==> config.mk <==
export PLATFORM = sky130hd
export DESIGN_NAME = lisnoc_router_input_route_sr
export DESIGN_NICKNAME = d
export VERILOG_FILES = /design/src/rtl/lisnoc_pkg.sv /design/src/rtl/lisnoc_route_decode.sv /design/src/rtl/lisnoc_router_input_route_sr.sv
export SDC_FILE = /design/constraint.sdc
export NUM_CORES = 1
export LEC_CHECK = 0
export CELL_PAD_IN_SITES_DETAIL_PLACEMENT = 1
export CELL_PAD_IN_SITES_GLOBAL_PLACEMENT = 2
export CORE_ASPECT_RATIO = 0.9
export CORE_UTILIZATION = 30
export CTS_CLUSTER_DIAMETER = 100
export DETAILED_ROUTE_END_ITERATION = 10
export HOLD_SLACK_MARGIN = 0.03
export PLACE_DENSITY_LB_ADDON = 0.1
export SYNTH_ARGS = -nofsm -noshare
export SYNTH_HDL_FRONTEND = slang
export SYNTH_SLANG_ARGS = --single-unit
==> constraint.sdc <==
create_clock -name clk_i -period 5.3 [get_ports clk_i]
set_input_delay 0.53 -clock clk_i [delete_from_list [all_inputs] [get_ports clk_i]]
set_output_delay 0.53 -clock clk_i [all_outputs]
set_load 0.1 [all_outputs]
==> src/rtl/lisnoc_pkg.sv <==
// Shared definitions for the lisnoc router input stage: flit types, routing
// modes and the routing FSM encoding.
package lisnoc_pkg;

  localparam logic [1:0] FLIT_PAYLOAD = 2'b00;
  localparam logic [1:0] FLIT_HEADER  = 2'b01;
  localparam logic [1:0] FLIT_LAST    = 2'b10;
  localparam logic [1:0] FLIT_SINGLE  = 2'b11;

  localparam int unsigned ROUTE_SRC = 0;
  localparam int unsigned ROUTE_LUT = 1;

  localparam int unsigned FLIT_DATA_WIDTH = 32;
  localparam int unsigned FLIT_TYPE_WIDTH = 2;

  // Flit in the default configuration: type bits sit above the payload.
  typedef struct packed {
    logic [FLIT_TYPE_WIDTH-1:0] ftype;
    logic [FLIT_DATA_WIDTH-1:0] data;
  } flit_t;

  typedef enum logic [1:0] {
    StIdle,
    StRoute,
    StDrop
  } route_state_e;

endpackage

==> src/rtl/lisnoc_route_decode.sv <==
// Combinational header decode: turns a header flit into a one-hot switch
// request plus the flit to forward, for either source or table routing.
module lisnoc_route_decode
  import lisnoc_pkg::*;
#(
  parameter int unsigned FlitDataWidth = 32,
  parameter int unsigned FlitTypeWidth = 2,
  parameter int unsigned Directions    = 5,
  parameter int unsigned HopWidth      = 3,
  parameter int unsigned TidWidth      = 4,
  parameter int unsigned RoutingMode   = ROUTE_SRC,
  parameter int unsigned DestWidth     = 5,
  parameter int unsigned NumDests      = 32,
  parameter logic [NumDests*Directions-1:0] Lookup = '0,
  localparam int unsigned FlitWidth    = FlitDataWidth + FlitTypeWidth
) (
  input  logic [FlitWidth-1:0]  flit_i,
  output logic [Directions-1:0] req_o,
  output logic [FlitWidth-1:0]  flit_o,
  output logic                  valid_o
);

  localparam int unsigned LowWidth = FlitDataWidth - TidWidth;

  logic [HopWidth-1:0]  hop;
  logic [DestWidth-1:0] dest;
  int unsigned          idx;

  assign hop  = flit_i[HopWidth-1:0];
  assign dest = flit_i[LowWidth-1 -: DestWidth];

  always_comb begin
    req_o   = '0;
    flit_o  = flit_i;
    valid_o = 1'b0;
    idx     = 0;
    if (RoutingMode == ROUTE_SRC) begin
      if (32'(hop) < Directions) begin
        valid_o = 1'b1;
        req_o   = Directions'(1) << hop;
      end
      // Consume this hop so the next router sees its own index in the LSBs.
      flit_o[LowWidth-1:0] = flit_i[LowWidth-1:0] >> HopWidth;
    end else begin
      if (32'(dest) < NumDests) begin
        // Entry 0 occupies the most significant slice of the table.
        idx     = (NumDests - 1 - 32'(dest)) * Directions;
        req_o   = Lookup[idx +: Directions];
        valid_o = |req_o;
      end
    end
  end

endmodule

==> src/rtl/lisnoc_router_input_route_sr.sv <==
// Routing stage of a router input port: routes headers, holds the one-hot
// request for the packet and drops malformed or orphaned traffic.
module lisnoc_router_input_route_sr
  import lisnoc_pkg::*;
#(
  parameter int unsigned FlitDataWidth = 32,
  parameter int unsigned FlitTypeWidth = 2,
  parameter int unsigned Directions    = 5,
  parameter int unsigned HopWidth      = 3,
  parameter int unsigned TidWidth      = 4,
  parameter int unsigned RoutingMode   = ROUTE_SRC,
  parameter int unsigned DestWidth     = 5,
  parameter int unsigned NumDests      = 32,
  parameter logic [NumDests*Directions-1:0] Lookup = '0,
  parameter int unsigned CntWidth      = 8,
  localparam int unsigned FlitWidth    = FlitDataWidth + FlitTypeWidth
) (
  input  logic                  clk_i,
  input  logic                  rst_ni,
  input  logic [FlitWidth-1:0]  fifo_flit_i,
  input  logic                  fifo_valid_i,
  output logic                  fifo_ready_o,
  output logic [Directions-1:0] switch_request_o,
  output logic [FlitWidth-1:0]  switch_flit_o,
  input  logic [Directions-1:0] switch_read_i,
  output logic [TidWidth-1:0]   traffic_id_o,
  output logic                  route_err_o,
  output logic [CntWidth-1:0]   drop_count_o
);

  route_state_e          state_q, state_d;
  logic [Directions-1:0] req_q, req_d, route_q, route_d;
  logic [FlitWidth-1:0]  flit_q, flit_d;
  logic [TidWidth-1:0]   tid_q, tid_d;
  logic                  err_q, err_d;
  logic [CntWidth-1:0]   cnt_q, cnt_d;

  logic [Directions-1:0] dec_req;
  logic [FlitWidth-1:0]  dec_flit;
  logic                  dec_valid;
  logic [1:0]            ftype;
  logic                  is_head, is_last, read, drop_evt;

  lisnoc_route_decode #(
    .FlitDataWidth(FlitDataWidth),
    .FlitTypeWidth(FlitTypeWidth),
    .Directions   (Directions),
    .HopWidth     (HopWidth),
    .TidWidth     (TidWidth),
    .RoutingMode  (RoutingMode),
    .DestWidth    (DestWidth),
    .NumDests     (NumDests),
    .Lookup       (Lookup)
  ) u_decode (
    .flit_i (fifo_flit_i),
    .req_o  (dec_req),
    .flit_o (dec_flit),
    .valid_o(dec_valid)
  );

  assign ftype   = fifo_flit_i[FlitWidth-1 -: 2];
  assign is_head = (ftype == FLIT_HEADER) || (ftype == FLIT_SINGLE);
  assign is_last = (ftype == FLIT_LAST);
  assign read    = |(switch_read_i & req_q);

  assign fifo_ready_o = fifo_valid_i & ((state_q == StDrop) | ~(|req_q) | read);

  always_comb begin
    state_d  = state_q;
    req_d    = read ? '0 : req_q;
    route_d  = route_q;
    flit_d   = flit_q;
    tid_d    = tid_q;
    err_d    = 1'b0;
    cnt_d    = cnt_q;
    drop_evt = 1'b0;
    if (fifo_ready_o) begin
      case (state_q)
        StIdle: begin
          if (is_head && dec_valid) begin
            req_d   = dec_req;
            route_d = dec_req;
            flit_d  = dec_flit;
            tid_d   = fifo_flit_i[FlitDataWidth-1 -: TidWidth];
            state_d = (ftype == FLIT_HEADER) ? StRoute : StIdle;
          end else begin
            // Bad route or orphan body flit: consume it without a request.
            drop_evt = 1'b1;
            if (ftype == FLIT_HEADER) state_d = StDrop;
          end
        end
        StRoute: begin
          req_d  = route_q;
          flit_d = fifo_flit_i;
          if (is_last) state_d = StIdle;
        end
        StDrop: begin
          if (is_last) state_d = StIdle;
        end
        default: state_d = StIdle;
      endcase
    end
    if (drop_evt) begin
      err_d = 1'b1;
      if (cnt_q != '1) cnt_d = cnt_q + CntWidth'(1);
    end
  end

  always_ff @(posedge clk_i or negedge rst_ni) begin
    if (!rst_ni) begin
      state_q <= StIdle;
      req_q   <= '0;
      route_q <= '0;
      flit_q  <= '0;
      tid_q   <= '0;
      err_q   <= 1'b0;
      cnt_q   <= '0;
    end else begin
      state_q <= state_d;
      req_q   <= req_d;
      route_q <= route_d;
      flit_q  <= flit_d;
      tid_q   <= tid_d;
      err_q   <= err_d;
      cnt_q   <= cnt_d;
    end
  end

  assign switch_request_o = req_q;
  assign switch_flit_o    = flit_q;
  assign traffic_id_o     = tid_q;
  assign route_err_o      = err_q;
  assign drop_count_o     = cnt_q;

endmodule

==> results of run 1 <==
==> stage by stage <==
step	instance area (um2)	worst slack [ns]
floorplan	2780	2.16
global placement	3820	1.79
detailed placement	3820	1.70
CTS	4030	1.68
global route	4030	1.56
finish	4030	1.71
==> layer usage <==
| layer | share of wire (%) | up-vias | track usage, % |
|---|---|---|---|
| li1 | - | 1072 | - |
| met1 | 46 | 1068 | 20.0 |
| met4 | 0.82 | 0 | 4.58 |
| met2 | 46 | 63 | 25.1 |
| met3 | 7.3 | 4 | 6.58 |
| met5 | 0 | - | 0 |
==> synth_stat cells <==
cell / n
a32o_1: 1
mux2_4: 4
buf_2: 4
o211a_1: 2
a21boi_0: 1
nand2_1: 12
xor2_1: 1
a21oi_1: 29
ha_1: 4
nor4_1: 1
nand4_1: 3
mux2_2: 9
and4_1: 1
o21ai_4: 1
nand3_1: 8
nand3b_1: 1
o21ai_0: 12
o21ba_2: 1
and3_1: 3
a222oi_1: 1
o2bb2ai_1: 1
dfrtp_1: 59
a211oi_4: 1
or4_4: 1
a22oi_1: 1
a31oi_1: 1
and3b_1: 2
clkbuf_1: 4
nand2b_1: 1
buf_6: 1
mux2i_1: 26
o21bai_4: 1
a211oi_1: 1
a22o_2: 3
buf_4: 3
or2_1: 1
xnor2_1: 5
nor2_1: 30
inv_1: 8
==> placed cells by master (no fill, tap or decap), types with 2 or more instances in the layout <==
cell,n
inv_1,8
nand4_1,3
clkdlybuf4s50_1,93
mux2i_1,26
nand2_1,12
xnor2_1,5
o21ai_0,12
nand3_1,8
clkbuf_1,2
mux2_4,4
nor2_1,30
bufinv_16,2
a21oi_1,29
clkinv_2,2
buf_4,3
and3b_1,2
mux2_2,9
clkbuf_8,9
and3_1,3
ha_1,3
a22o_2,3
dfrtp_1,59
==> final timing paths <==
check,cells after the start,startpoint,slack (ns),endpoint
max,6,switch_read_i[1],1.71,fifo_ready_o
min,2,rst_ni,0.36,switch_flit_o[18]
max reg2reg,9,state_q[1],2.35,switch_flit_o[27]
min reg2reg,1,route_q[3],0.49,route_q[3]
max in group asynchronous,2,rst_ni,4.44,switch_request_o[2]
min in group clk_i,1,route_q[3],0.49,route_q[3]
==> registers in the layout (all words and copies together) (netlist names) <==
signal	flops
switch_flit_o	34
drop_count_o	8
route_q	5
switch_request_o	5
traffic_id_o	4
state_q	2
route_err_o	1
==> cell families (layout without fill, tap and decap cells) <==
| group | after synthesis | in the layout | synth area share [%] |
|---|---|---|---|
| XOR/XNOR | 6 | 6 | 1.89 |
| AND/OR/NAND/NOR | 64 | 64 | 10.8 |
| AO/OA/AOI/OAI | 57 | 57 | 13.6 |
| multiplexers | 39 | 39 | 15.2 |
| flip-flops | 59 | 59 | 53.2 |
| adder cells (fa/ha/maj) | 4 | 4 | 1.80 |
| buffers and inverters | 20 | 121 | 3.56 |
==> cell type report <==
class	instances	area, um2
Clock buffer	11	131
Clock inverter	5	77.6
Fill cell	967	4740
Inverter	8	30.0
Multi-Input combinational cell	170	1200
Sequential cell	59	1480
Tap cell	119	149
Timing Repair Buffer	97	958
==> worst max-delay path, cell delays in order <==
cell             delay (ns)
clkdlybuf4s50_1        0.39
a222oi_1               0.39
nand3_1                0.24
o21ai_4                0.29
inv_1                  0.19
clkdlybuf4s50_1        1.03
==> flow_summary.json, run 1 <==
{
  "start_util_pct": 31.7,
  "cp.required_ns": 4.77,
  "dieArea_mm2": 0.00964,
  "drc": 0,
  "path_clk_slew_ns": 0.07,
  "h-tree-depth": 3,
  "timing.hold.ws_ns": 0.364,
  "cp.arrival_ns": 3.06,
  "end_kind": "primary output",
  "tightest_slew_ns": 1.01,
  "maxClockFrequency_mhz": 279,
  "dp_hpwl_um": 5070,
  "syn_inst": 249,
  "grt-ovfl-total": 0,
  "grt_pass1_vias": 2326,
  "place.gp.congestion": 0.724,
  "yosys.area.top_type": "dfrtp_1",
  "insertedDiodeCount": 0,
  "final_hold_viol_count": 0,
  "root_buffer": "clkbuf_8",
  "core_area_mm2": 0.00877,
  "cap_violations": 0,
  "cts_tree": "yes",
  "wl_um": 7090,
  "routed_via_density": 4.71,
  "syn_nets": 295,
  "holdCritPathClass": "input pin to async pin",
  "avgSynthCellArea_um2": 11.2,
  "slew_violations": 0,
  "clock_sinks": 59,
  "synth_area_mm2": 0.00278,
  "timing.final.crit_share_pct": 67.7,
  "clock_skew_ns": 0.0114,
  "synth_cell_types": 39,
  "worst-setup-path-type": "input pin to primary output",
  "rows": 32,
  "rsz0062_at_grt": "false",
  "cts-resized-gates": 0,
  "wl_per_cell_um": 15.1,
  "yosys_warnings": 0,
  "slew_headroom_pct": 32.1,
  "setup_viol": 0,
  "cts_setup_buffers": 0,
  "grt_max_degree": 60,
  "outcome": "finished clean",
  "io_buffers": 94,
  "finalSetupTns_ns": 0,
  "clockBufferDepth": 2,
  "yosys_register_bits": 59,
  "worstPathMaxFanout": 10,
  "final_cells": 469,
  "insertion_delay_ns": 0.33,
  "drtIter0Drc": 33,
  "post-route-util_pct": 45.9,
  "die_h_um": 93.3,
  "yosysSeqAreaShare_pct": 53.2,
  "first_pass_iters": 4,
  "vias": 2207,
  "startpoint_type": "input pin",
  "synth_top_area_share_pct": 53.2,
  "numCtsBuffers": 9,
  "synth.area.top_cells": "dfrtp_1 (53%), mux2i_1 (9.4%), a21oi_1 (5.2%), nor2_1 (4.1%), mux2_2 (3.7%)",
  "area_delta_synth_final_pct": 45.0,
  "drtAntennaViolNets": 0,
  "drive_gt1_share_pct": 11.7,
  "fp.dieW_um": 103,
  "antenna_found_initial": 0,
  "boundaryPins": 95,
  "gr-usage-all-layers_pct": 16.0,
  "ctsHoldBuffers": 0,
  "post-place-cells": 453,
  "grt_pass1_wl_um": 11500,
  "finalCriticalPeriod_ns": 3.59,
  "finalNetCount": 391
}
Power of run 1 is not shown: default switching activity piles up to over one toggle a cycle in this logic, so the estimate is an artifact.
==> run 2, diff against run 1 <==
- CORE_UTILIZATION: 30 -> 25
- clock period: 5.3 -> 3 ns (I/O delays scaled with it)
==> flow_summary.json, run 2 (synthesis gave the netlist of run 1 again) <==
{
  "outcome": "finished clean",
  "rows": 36,
  "ctsHoldBuffers": 0,
  "vias": 2241,
  "grt-ovfl-total": 0,
  "wl_um": 7740,
  "slew_headroom_pct": 34.7,
  "clock_skew_ns": 0.00316,
  "clock_sinks": 59,
  "h-tree-depth": 3,
  "cts_tree": "yes",
  "nFillCells": 1221,
  "path_cells": "a222oi_1, nand3_1, o21ai_4, clkinvlp_4, buf_12",
  "area_delta_synth_final_pct": 44.8,
  "dp_hpwl_um": 5460,
  "insertedDiodeCount": 0,
  "timing.hold.ws_ns": 0.141,
  "cts-resized-gates": 0,
  "routed_via_density": 4.62,
  "startpoint_type": "flip-flop",
  "grt-busiest-layer": "met2",
  "io_buffers": 94,
  "numCtsBuffers": 9,
  "clockBufferDepth": 2,
  "rsz0062_at_grt": "false",
  "final_cell_mix": "dfrtp_1 (59), clkdlybuf4s50_1 (48), buf_4 (48)",
  "root_buffer": "clkbuf_16",
  "crit_slowest_cell": "dfrtp_1",
  "path_clk_slew_ns": 0.05,
  "pre_cts_ws_ns": 0.491,
  "worstPathMaxFanout": 6,
  "final_common_cell": "dfrtp_1",
  "first_pass_iters": 4,
  "core_area_mm2": 0.0108,
  "worst-path-buf-inv": 2,
  "antenna_found_initial": 0,
  "final_hold_viol_count": 0,
  "dieArea_mm2": 0.0115,
  "cts_setup_buffers": 0,
  "worst-setup-path-type": "flip-flop to primary output",
  "finalSetupTns_ns": 0,
  "cap_violations": 0,
  "drive_gt1_share_pct": 24.7,
  "fp.dieW_um": 113,
  "maxClockFrequency_mhz": 427,
  "grt_pass1_vias": 2319,
  "end_kind": "primary output",
  "cp_top_family": "compound AO/OA/AOI/OAI gates",
  "wl_per_cell_um": 16.0,
  "start_util_pct": 25.7,
  "setup_viol": 0,
  "boundaryPins": 95,
  "die_h_um": 102,
  "post-place-cells": 469,
  "cpPeakStageDelay_ns": 0.42,
  "cp.required_ns": 2.70,
  "holdCritPathClass": "input pin to async pin",
  "largest_reg_flops": 34,
  "finalCriticalPeriod_ns": 2.34,
  "drtIter0Drc": 87,
  "final_cells": 485,
  "grt_pass1_wl_um": 12500,
  "grt_max_degree": 60,
  "insertion_delay_ns": 0.33,
  "tightest_slew_ns": 0.976,
  "cp.arrival_ns": 2.04,
  "gr-usage-all-layers_pct": 14.6,
  "grt.met3_usage_pct": 6.23,
  "grtUsageMet2_pct": 22.4,
  "drtAntennaViolNets": 0,
  "use_met1_pct": 18.6,
  "slew_violations": 0,
  "layout_setup_ws_ns": 0.659,
  "place.gp.congestion": 0.701,
  "timing.final.crit_share_pct": 78.0,
  "finalNetCount": 393,
  "drc": 0
}
## run 2: cell types whose count changed in the layout (fill, tap and decap cells not counted)
cell / delta
buf_4: +45
inv_1: -1
clkbuf_16: +9
buf_12: +2
clkbuf_1: +2
clkbuf_8: -9
bufinv_16: -2
clkinv_2: +1
clkdlybuf4s50_1: -45
## run 2: path summary, 6_finish.rpt
path                                     start                 to  slack (ns)  cells past startpoint
setup / recovery           switch_request_o[1]       fifo_ready_o        0.66                      5
hold / removal                          rst_ni  switch_flit_o[19]        0.14                      2
setup reg to reg           switch_request_o[0]    drop_count_o[6]        0.72                      6
hold reg to reg                     route_q[3]         route_q[3]        0.48                      1
max in group asynchronous               rst_ni    traffic_id_o[1]        2.34                      2
min in group clk_i                  route_q[3]         route_q[3]        0.48                      1
## run 2: final cells by class
type	count	area (um2)	share of cell area (%)
Sequential cell	59	1480	36.7
Clock inverter	3	15.0	0.373
Tap cell	133	166	4.14
Inverter	8	33.8	0.840
Multi-Input combinational cell	170	1200	29.9
Timing Repair Buffer	99	886	22.0
Clock buffer	13	240	5.97
## run 2: routing by layer
metal | routed length, um | up-vias
met2 | 3470 | 66
met4 | 85 | 0
met1 | 3740 | 1091
li1 | - | 1077
met5 | 0 | -
met3 | 449 | 7
## run 2: metrics by stage
stage / utilization [%] / instance area (um2)
2_1_floorplan: - / 2780
3_3_place_gp: 34.8 / 3770
3_5_place_dp: 34.8 / 3770
4_1_cts: 37.2 / 4020
5_1_grt: 37.2 / 4020
6_report: 37.2 / 4020
## run 2: worst reg2reg max path: cells and delay by family, from the launching register on
| family | cells | cell delay [ns] |
|---|---|---|
| mux | 1 | 0.37 |
| simple gates | 2 | 0.91 |
| compound gates | 2 | 0.30 |
| flops | 1 | 0.41 |
| buf+inv | 1 | 0.18 |
Power of run 2 is left out for the same reason.
